$ cat src/rtl/fb_scanout_pkg.sv
// rtl/fb_scanout_pkg.sv - geometry constants, FSM states and address helper for fb_scanout
package fb_scanout_pkg;

  localparam int ADDR_W = 9;
  localparam int WORD_W = 16;
  localparam int LINE_W = 6;
  localparam int IDX_W  = 3;
  localparam int CNT_W  = 7;

  // Words per line and pixels per line for each resolution
  localparam int LORES_WORDS = 4;
  localparam int HIRES_WORDS = 8;
  localparam int LORES_PIXELS = 64;
  localparam int HIRES_PIXELS = 128;

  localparam logic [IDX_W-1:0] LORES_LAST_WORD = 3'(LORES_WORDS - 1);
  localparam logic [IDX_W-1:0] HIRES_LAST_WORD = 3'(HIRES_WORDS - 1);
  localparam logic [CNT_W-1:0] LORES_LAST_PIX  = 7'(LORES_PIXELS - 1);
  localparam logic [CNT_W-1:0] HIRES_LAST_PIX  = 7'(HIRES_PIXELS - 1);

  // Fetch FSM states
  localparam logic [1:0] ST_IDLE  = 2'd0;
  localparam logic [1:0] ST_ISSUE = 2'd1;
  localparam logic [1:0] ST_DRAIN = 2'd2;

  // Framebuffer word address: line concatenated with word index; lores drops line bit 5
  function automatic logic [ADDR_W-1:0] fb_word_addr(
    input logic              hires,
    input logic [LINE_W-1:0] line,
    input logic [IDX_W-1:0]  w
  );
    if (hires) begin
      return {line, w};
    end
    return {2'b00, line[4:0], w[1:0]};
  endfunction

endpackage

$ cat src/rtl/fb_line_buffer.sv
// rtl/fb_line_buffer.sv - two-bank 8x16 line buffer, one write port and one async read port
module fb_line_buffer
  import fb_scanout_pkg::*;
(
  input  logic              i_clk,
  input  logic              i_wr_en,
  input  logic              i_wr_bank,
  input  logic [IDX_W-1:0]  i_wr_idx,
  input  logic [WORD_W-1:0] i_wr_data,
  input  logic              i_rd_bank,
  input  logic [IDX_W-1:0]  i_rd_idx,
  output logic [WORD_W-1:0] o_rd_data
);

  logic [WORD_W-1:0] r_mem [0:1][0:7];

  // Storage only; contents are qualified by the valid flags in the top, so no reset
  always_ff @(posedge i_clk) begin
    if (i_wr_en) begin
      r_mem[i_wr_bank][i_wr_idx] <= i_wr_data;
    end
  end

  assign o_rd_data = r_mem[i_rd_bank][i_rd_idx];

endmodule

$ cat src/rtl/fb_scanout.sv
// rtl/fb_scanout.sv - fetches one framebuffer line into a ping-pong buffer and shifts it out per pixel
module fb_scanout
  import fb_scanout_pkg::*;
(
  input  logic              i_clk,
  input  logic              i_reset_n,
  input  logic              i_hires,
  input  logic              i_fetch_start,
  input  logic [LINE_W-1:0] i_fetch_line,
  input  logic              i_line_go,
  input  logic              i_pix_next,
  input  logic              i_underrun_clr,
  input  logic [WORD_W-1:0] i_buf_out,
  output logic [ADDR_W-1:0] o_buf_addr,
  output logic              o_buf_enable,
  output logic              o_busy,
  output logic              o_fetch_done,
  output logic              o_pixel,
  output logic              o_line_end,
  output logic              o_underrun
);

  logic [1:0]        r_state;
  logic              r_back_hires;
  logic              r_front_hires;
  logic [LINE_W-1:0] r_line;
  logic [IDX_W-1:0]  r_w;
  logic [ADDR_W-1:0] r_buf_addr;
  logic              r_buf_enable;
  logic              r_busy;
  logic              r_fetch_done;
  logic              r_back_valid;
  logic              r_s1_valid;
  logic [IDX_W-1:0]  r_s1_idx;
  logic              r_s2_valid;
  logic [IDX_W-1:0]  r_s2_idx;
  logic              r_front_bank;
  logic              r_front_valid;
  logic [CNT_W-1:0]  r_cnt;
  logic              r_line_end;
  logic              r_pixel;
  logic              r_underrun;

  logic [IDX_W-1:0]  w_last_word;
  logic [CNT_W-1:0]  w_last_pix;
  logic              w_fetch_fin;
  logic              w_back_bank;
  logic [WORD_W-1:0] w_rd_data;

  assign w_last_word = r_back_hires ? HIRES_LAST_WORD : LORES_LAST_WORD;
  assign w_last_pix  = r_front_hires ? HIRES_LAST_PIX : LORES_LAST_PIX;
  // Last capture happens when stage 2 holds a word and nothing follows it
  assign w_fetch_fin = (r_state == ST_DRAIN) && r_s2_valid && !r_s1_valid;
  assign w_back_bank = ~r_front_bank;

  fb_line_buffer u_line_buffer (
    .i_clk     (i_clk),
    .i_wr_en   (r_s2_valid),
    .i_wr_bank (w_back_bank),
    .i_wr_idx  (r_s2_idx),
    .i_wr_data (i_buf_out),
    .i_rd_bank (r_front_bank),
    .i_rd_idx  (r_cnt[6:4]),
    .o_rd_data (w_rd_data)
  );

  // Fetch FSM: issue one address per cycle, then wait for the read pipeline to drain
  always_ff @(posedge i_clk or negedge i_reset_n) begin
    if (!i_reset_n) begin
      r_state      <= ST_IDLE;
      r_back_hires <= 1'b0;
      r_line       <= '0;
      r_w          <= '0;
      r_buf_addr   <= '0;
      r_buf_enable <= 1'b0;
      r_busy       <= 1'b0;
      r_fetch_done <= 1'b0;
      r_back_valid <= 1'b0;
    end else begin
      r_fetch_done <= 1'b0;
      if (w_fetch_fin) begin
        r_back_valid <= 1'b1;
      end else if ((i_line_go || i_fetch_start) && !r_busy) begin
        r_back_valid <= 1'b0;
      end
      case (r_state)
        ST_IDLE: begin
          if (i_fetch_start) begin
            r_back_hires <= i_hires;
            r_line       <= i_fetch_line;
            r_w          <= '0;
            r_buf_addr   <= fb_word_addr(i_hires, i_fetch_line, 3'd0);
            r_buf_enable <= 1'b1;
            r_busy       <= 1'b1;
            r_state      <= ST_ISSUE;
          end
        end
        ST_ISSUE: begin
          if (r_w == w_last_word) begin
            r_buf_enable <= 1'b0;
            r_state      <= ST_DRAIN;
          end else begin
            r_w        <= r_w + 3'd1;
            r_buf_addr <= fb_word_addr(r_back_hires, r_line, r_w + 3'd1);
          end
        end
        ST_DRAIN: begin
          if (w_fetch_fin) begin
            r_fetch_done <= 1'b1;
            r_busy       <= 1'b0;
            r_state      <= ST_IDLE;
          end
        end
        default: r_state <= ST_IDLE;
      endcase
    end
  end

  // Two-stage valid/index pipeline matching the RAM read latency
  always_ff @(posedge i_clk or negedge i_reset_n) begin
    if (!i_reset_n) begin
      r_s1_valid <= 1'b0;
      r_s1_idx   <= '0;
      r_s2_valid <= 1'b0;
      r_s2_idx   <= '0;
    end else begin
      r_s1_valid <= r_buf_enable;
      r_s1_idx   <= r_w;
      r_s2_valid <= r_s1_valid;
      r_s2_idx   <= r_s1_idx;
    end
  end

  // Buffer swap on line_go and pixel counter; a line_go during a fetch blanks the line instead
  always_ff @(posedge i_clk or negedge i_reset_n) begin
    if (!i_reset_n) begin
      r_front_bank  <= 1'b0;
      r_front_valid <= 1'b0;
      r_front_hires <= 1'b0;
      r_cnt         <= '0;
      r_line_end    <= 1'b0;
    end else if (i_line_go) begin
      r_cnt      <= '0;
      r_line_end <= 1'b0;
      if (r_busy) begin
        r_front_valid <= 1'b0;
      end else begin
        r_front_bank  <= ~r_front_bank;
        r_front_valid <= r_back_valid;
        r_front_hires <= r_back_hires;
      end
    end else if (i_pix_next && !r_line_end) begin
      if (r_cnt == w_last_pix) begin
        r_line_end <= 1'b1;
      end else begin
        r_cnt <= r_cnt + 7'd1;
      end
    end
  end

  // Registered pixel: MSB of each word is leftmost, blank once the line is consumed
  always_ff @(posedge i_clk or negedge i_reset_n) begin
    if (!i_reset_n) begin
      r_pixel <= 1'b0;
    end else begin
      r_pixel <= r_front_valid && !r_line_end && w_rd_data[~r_cnt[3:0]];
    end
  end

  // Sticky underrun flag; a new underrun wins over a clear in the same cycle
  always_ff @(posedge i_clk or negedge i_reset_n) begin
    if (!i_reset_n) begin
      r_underrun <= 1'b0;
    end else if (i_line_go && r_busy) begin
      r_underrun <= 1'b1;
    end else if (i_underrun_clr) begin
      r_underrun <= 1'b0;
    end
  end

  assign o_buf_addr   = r_buf_addr;
  assign o_buf_enable = r_buf_enable;
  assign o_busy       = r_busy;
  assign o_fetch_done = r_fetch_done;
  assign o_pixel      = r_pixel;
  assign o_line_end   = r_line_end;
  assign o_underrun   = r_underrun;

endmodule
$ cat config.mk
export PLATFORM = sky130hd
export DESIGN_NAME = fb_scanout
export DESIGN_NICKNAME = d
export VERILOG_FILES = /design/src/rtl/fb_scanout_pkg.sv /design/src/rtl/fb_line_buffer.sv /design/src/rtl/fb_scanout.sv
export SDC_FILE = /design/constraint.sdc
export NUM_CORES = 1
export LEC_CHECK = 0
export CORE_MARGIN = 3
export CORE_UTILIZATION = 45
export DETAILED_ROUTE_END_ITERATION = 7
export GPL_TIMING_DRIVEN = 0
export PLACE_DENSITY_LB_ADDON = 0.05
export SLEW_MARGIN = 40
export SYNTH_ARGS = -nofsm -noshare
export SYNTH_HDL_FRONTEND = slang
export SYNTH_SLANG_ARGS = --single-unit
export TNS_END_PERCENT = 1
$ cat constraint.sdc
create_clock -name i_clk -period 4.9 [get_ports i_clk]
set_input_delay 0.49 -clock i_clk [delete_from_list [all_inputs] [get_ports i_clk]]
set_output_delay 0.49 -clock i_clk [all_outputs]
set_load 0.01 [all_outputs]
==> out/qor.csv, run 1 <==
metric,value,unit
status,"complete, no violations",
end_kind,flop,
drtIter0Drc,531,
grt_start_max_net_pins,37,
cts_made_buffers,31,
detailroute.wirelength.met2,14070,um
cts_root_buf,clkbuf_16,
ant_nets,0,
arrival,3.27,ns
grt_pass1_wl,42710,um
synth_top_area_frac,0.6399,
clk_latency,0.54,ns
path_buf_inv,7,
synth_nets,651,
via_per_inst,5.778,
die_w,169.4,um
grt_pass1_vias,6557,
yosys.area.top_type,edfxtp_1,
min_path_type,input pin to async pin,
cp_cell_sequence,buf_6 > buf_12 > buf_12 > buf_2 > nand3_1 > nor3_2 > buf_2 > buf_4 > buf_2,
wl_met3,1501,um
yosysWarnings,0,
highest_layer,met4,
clk_pin_slew,0.06,ns
htreeDepth,1,
netlist_instances,620,
clkSinkCount,300,
vias,6362,
place_hpwl,20020,um
cp_common_cell,buf_2,
crit_cells,9,
maxSlewHeadroom,0.4506,
leakagePower,4.886,nW
area_delta_synth_final,19.55,%
layout-drive-gt1-share,0.2480,
portBuffers,42,
rsz0062_at_grt,false,
finalHoldViolCount,0,
cap_violations,0,
power,7.653,mW
post_cts_buffers,0,
setup_viol,0,
rows,59,
antenna_cells,0,
ir_worst_vdd,0.3071,mV
synth-main-ff-cell,edfxtp_1,
ys_ff_latch,300,
crit_required,5.14,ns
path_max_fanout,10,
gp_congestion,0.7853,
firstDrtPassIters,5,
rrSetupSlack,1.87,ns
async_flop_share,0.1467,
placedCellCount,1044,
wl_per_cell,26.01,um
cts_tree,yes,
die-area,28690,um2
ioPinCount,44,
track_usage,0.2024,
fmax,329.6,MHz
synth.top_cells.by_count,"edfxtp_1 (256), dfrtp_1 (44), mux4_2 (41), nand2_1 (27), mux4_1 (24)",
cp_top_family,buffers and inverters,
drt-total-wl,28640,um
syn_area_per_cell,19.38,um2
reg2reg_depth,9,
final.setup_skew,0.01055,ns
cellPowerDensity,532.9,nW/um2
route.detailed.drc,0,
start_util,0.4597,
report.final.slew_viol_count,0,
period_minus_slack,3.034,ns
coreArea,26130,um2
synth_edf_count,256,
met1_length,12380,um
instances_no_fill,1101,
ys_seq_area_frac,0.7316,
antenna_found_initial,0,
overflow,0,
finalCritPeriodShare,0.6191,
startpoint_type,flop,
slowest_stage,dfrtp_1,
fin_nets,774,
worst_pin_slew,0.8241,ns
netlist_area,12010,um2
path_class,flop to flop,
clock_path_buffers,3,
netlist_top_cells_area,"edfxtp_1 (64%), dfrtp_1 (9.2%), mux4_2 (7.7%), mux4_1 (5.2%), mux2i_1 (1.4%)",
die_h,169.4,um
synth_cell_types,52,
max_stage_delay,0.46,ns
hold_slack,0.3318,ns
synth.most_common_cell,edfxtp_1,
## state kept, by name, indices dropped and copies added, names as in the netlist
register             cells
r_cnt                    7
r_s1_idx                 3
o_pixel                  1
r_line                   6
r_s2_valid               1
r_state                  2
o_underrun               1
o_buf_addr               7
r_back_hires             1
o_busy                   1
o_fetch_done             1
u_line_buffer.r_mem    256
r_front_valid            1
o_line_end               1
r_s2_idx                 3
o_buf_enable             1
r_back_valid             1
r_front_hires            1
r_front_bank             1
r_w                      3
r_s1_valid               1
## metrics by stage
stage	TNS [ns]	worst slack (ns)	instance area, um2	util
floorplan	0	1.837	12010	-
global placement	-29.90	-0.8129	12850	0.4918
detailed placement	0	1.869	13380	0.5122
CTS	0	1.852	14360	0.5494
global route	0	1.754	14360	0.5496
finish	0	1.866	14360	0.5496
## cells in the final DEF (no fill, tap or decap), drive strengths merged, types with 5 or more instances in the layout
cell type | synthesis | routed
a21oi | 6 | 6
a31oi | 5 | 5
buf | 21 | 69
clkbuf | 14 | 49
clkdlybuf4s50 | 0 | 41
clkinv | 0 | 15
dfrtp | 44 | 44
edfxtp | 256 | 256
inv | 7 | 7
mux2 | 15 | 15
mux2i | 17 | 17
mux4 | 65 | 65
nand2 | 27 | 27
nand2b | 11 | 11
nand3 | 11 | 11
nor2 | 23 | 23
nor2b | 6 | 6
nor3 | 15 | 15
o21ai | 16 | 16
xor2 | 6 | 6
## cell type report
| cell class | count | area, um2 |
|---|---|---|
| inverters | 7 | 26.28 |
| repair buffers | 90 | 863.3 |
| flip-flops and latches | 300 | 8788 |
| clock buffers | 35 | 790.8 |
| multi-input cells | 278 | 3082 |
| clock inverters | 21 | 172.7 |
| plain buffers | 35 | 219.0 |
| fillers | 2058 | 11770 |
| well taps | 335 | 419.2 |
## report_power, final
group | total (mW) | internal, mW | switching, mW
clock | 2.22 | 1.30 | 0.918
combinational | 1.99 | 0.926 | 1.07
sequential | 3.44 | 3.28 | 0.164
total | 7.65 | 5.50 | 2.15
## worst register-to-register path, stage by stage, from the launching register on
cell     delay [ns]
dfrtp_1        0.46
buf_6          0.24
buf_12         0.19
buf_12         0.17
buf_2          0.28
nand3_1        0.21
nor3_2         0.41
buf_2          0.31
buf_4          0.23
buf_2          0.24
## worst paths after layout
path	startpoint	endpoint
max in group asynchronous	i_reset_n	r_line[2]
max reg2reg	r_front_bank	u_line_buffer.r_mem[0][100]
max	r_front_bank	u_line_buffer.r_mem[0][100]
min in group i_clk	r_s1_idx[1]	r_s2_idx[1]
min reg2reg	r_s1_idx[1]	r_s2_idx[1]
min	i_reset_n	r_cnt[6]
## per-layer routing
| metal | global-route usage | vias up |
|---|---|---|
| met1 | 0.2901 | 3339 |
| met2 | 0.3303 | 201 |
| li1 | - | 2774 |
| met5 | 0 | - |
| met4 | 0.05050 | 0 |
| met3 | 0.03284 | 48 |
## logic make-up after synthesis
kind of cell	count (synthesis)	share of synthesized area
XOR/XNOR	10	0.007291
adder cells (fa/ha/maj)	2	0.002083
AO/OA/AOI/OAI	53	0.03135
multiplexers	97	0.1576
AND/OR/NAND/NOR	116	0.04979
buffers and inverters	42	0.02031
flip-flops	300	0.7316
## repair_timing
action	in CTS	in global routing
endpoints found under the hold margin	8	0
gates resized for setup	0	0
hold buffers	1	0
(Power assumes the default switching activity.)
==> run 2: changes to the inputs <==
==> constraint.sdc (replaced) <==
create_clock -name i_clk -period 2.65 [get_ports i_clk]
set_input_delay 0.265 -clock i_clk [delete_from_list [all_inputs] [get_ports i_clk]]
set_output_delay 0.265 -clock i_clk [all_outputs]
set_load 0.01 [all_outputs]
==> run 2 against run 1 <==
Against the previous run:
- total power grew 86%
- cell area grew 0.70%
- worst setup slack lost 1.8 ns
- largest cell class unchanged
- critical endpoint unchanged
- count of clock-buffer cells in the layout is the same
- clock power grew 85%
- largest power group unchanged
- sequential share of layout area shrank 0.41 points
- register-to-register slack lost 1.8 ns
- sequential power grew 85%
- non-clock buffer count grew 3
- sequential cell count is the same
- critical path depth is the same
==> out/qor.csv, run 2 (same netlist as run 1, synthesis figures left out) <==
metric,value,unit,change
status,"complete, no violations",,unchanged
wl_per_cell,26.01,um,about the same
p_sw_frac,0.2821,,was 0.2807
finalHoldViolCount,0,,unchanged
arrival,2.79,ns,was 3.27 ns
end_kind,flop,,unchanged
antenna_found_initial,0,,unchanged
die_h,169.4,um,unchanged
area_delta_synth_final,20.38,%,was 19.55%
layout-drive-gt1-share,0.2640,,was 0.2480
setup_viol,0,,unchanged
grt_start_max_net_pins,37,,unchanged
overflow,0,,unchanged
rsz0062_at_grt,false,,unchanged
final.setup_skew,0.007495,ns,was 0.01055 ns
report.final.slew_viol_count,0,,unchanged
clkSinkCount,300,,unchanged
start_util,0.4597,,unchanged
regMostFlops,u_line_buffer.r_mem,,unchanged
portBuffers,42,,unchanged
clock_path_buffers,3,,unchanged
clk_latency,0.54,ns,about the same
ioPinCount,44,,unchanged
fmax,390.9,MHz,was 329.6 MHz
endpoint,u_line_buffer.r_mem[0][100],,unchanged
finalCritPeriodShare,0.9653,,was 0.6191
ant_nets,0,,unchanged
grt_pass1_wl,42920,um,was 42710 um
cts_tree,yes,,unchanged
die_w,169.4,um,unchanged
largest_reg_flops,256,,unchanged
switchingPower,4.019,mW,was 2.149 mW
worst_pin_slew,0.6888,ns,was 0.8241 ns
clk_pin_slew,0.06,ns,about the same
internal_power,10.23,mW,was 5.505 mW
path_class,flop to flop,,unchanged
rr_endpoint,u_line_buffer.r_mem[0][100],,unchanged
startpoint_type,flop,,unchanged
grt_pass1_vias,6590,,was 6557
gp_congestion,0.7853,,unchanged
critical_path.startpoint,r_front_bank,,unchanged
path_max_fanout,10,,unchanged
cts_root_buf,clkbuf_16,,unchanged
rrSetupSlack,0.09,ns,was 1.87 ns
reg2reg_depth,9,,unchanged
hold_slack,0.1067,ns,was 0.3318 ns
place_area,13380,um2,unchanged
place_hpwl,20020,um,unchanged
r2r_start,r_front_bank,,unchanged
min_path_type,input pin to async pin,,unchanged
mostFrequentLayoutCells,"edfxtp_1 (256), dfrtp_1 (43), mux4_2 (41), clkdlybuf4s50_1 (41), clkbuf_16 (31)",,"was edfxtp_1 (256), dfrtp_1 (44), mux4_2 (41), clkdlybuf4s50_1 (41), clkbuf_16 (31)"
die-area,28690,um2,unchanged
vias,6363,,was 6362
clkPwrFrac,0.288,,was 0.290
final_common_cell,edfxtp_1,,unchanged
fin_nets,777,,was 774
antenna_cells,0,,unchanged
crit_required,2.88,ns,was 5.14 ns
firstDrtPassIters,5,,unchanged
num-fill-cells,2059,,was 2058
period_minus_slack,2.558,ns,was 3.034 ns
sequentialPowerShare,0.447,,was 0.449
rows,59,,unchanged
fin_tns_setup,0,ns,unchanged
route.detailed.drc,0,,unchanged
drtIter0Drc,462,,was 531
ir_worst_vdd,0.5694,mV,was 0.3071 mV
track_usage,0.2035,,was 0.2024
drt-total-wl,28710,um,was 28640 um
instances_no_fill,1104,,was 1101
leakagePower,4.934,nW,was 4.886 nW
cap_violations,0,,unchanged
maxSlewHeadroom,0.5408,,was 0.4506
p_comb_frac,0.265,,was 0.260
coreArea,26130,um2,unchanged
htreeDepth,1,,unchanged
finalInstanceArea,14460,um2,was 14360 um2
cellPowerDensity,985.3,nW/um2,was 532.9 nW/um2
via_per_inst,5.764,,was 5.778
cts_made_buffers,31,,unchanged
placedCellCount,1044,,unchanged
-- run 2: cell count changes in the layout (fill, tap and decap cells not counted), moves of 2 or more --
cell      change
buf_2         -3
buf_4         +5
buf_6         +2
nor3_4        +5
clkbuf_2      +4
clkbuf_1      -3
nor3_2        -5
buf_1         -2
-- run 2: worst max-delay path, stage by stage, from the launching register on --
cell	delay, ns
dfrtp_2	0.43
buf_6	0.22
buf_12	0.18
buf_12	0.16
buf_4	0.23
nand3_2	0.16
nor3_4	0.22
buf_4	0.20
buf_4	0.21
buf_2	0.23
-- run 2: area by class of cell --
type / instances / area, um2 / share of cell area
tap: 335 / 419.2 / 0.02898
clock inverter: 21 / 172.7 / 0.01194
sequential: 300 / 8790 / 0.6078
clock buffer: 35 / 790.8 / 0.05468
multi-input combinational: 278 / 3134 / 0.2167
buffer: 35 / 236.5 / 0.01635
inverter: 7 / 26.28 / 0.001817
timing repair buffer: 93 / 892.1 / 0.06169
-- run 2: repair_timing --
item | 4_1_cts | 5_1_grt
buffers inserted | 1 | 2
endpoints found under the setup margin | 47 | 24
endpoints found under the hold margin | 44 | 0
pin swaps | 3 | 2
hold buffers | 1 | 0
resized for setup | 15 | 6
-- run 2: how the worst min path moves through the flow --
stage                startpoint             to
detailed placement    i_reset_n       r_cnt[6]
finish                i_reset_n       r_cnt[6]
floorplan             i_reset_n  o_buf_addr[2]
CTS                   i_reset_n       r_cnt[6]
global placement    r_s1_idx[1]    r_s2_idx[1]
global route          i_reset_n       r_cnt[6]
-- run 2: per-stage QoR --
| step | util | setup slack [ns] | power, mW |
|---|---|---|---|
| global route | 0.5534 | 0.001042 | 14.91 |
| CTS | 0.5518 | 0.002052 | 14.35 |
| floorplan | - | -0.4134 | 8.593 |
| detailed placement | 0.5122 | -0.3810 | 10.18 |
| finish | 0.5534 | 0.09204 | 14.25 |
| global placement | 0.4918 | -3.063 | 9.767 |
-- run 2: power groups by stage --
stage	logic (mW)	clock network, mW	registers [mW]
2_1_floorplan	2.19	0	6.40
3_3_place_gp	3.31	0	6.46
3_5_place_dp	3.72	0	6.46
4_1_cts	3.80	4.18	6.37
5_1_grt	4.07	4.39	6.45
6_report	3.78	4.10	6.37
-- run 2: per-layer routing --
layer  vias up  global-route usage  part of all wire
met1      3326              0.2904              0.43
met2       198              0.3328              0.49
li1       2786                   -                 -
met4         0             0.04979             0.026
met5         -                   0                 0
met3        53             0.03424             0.057
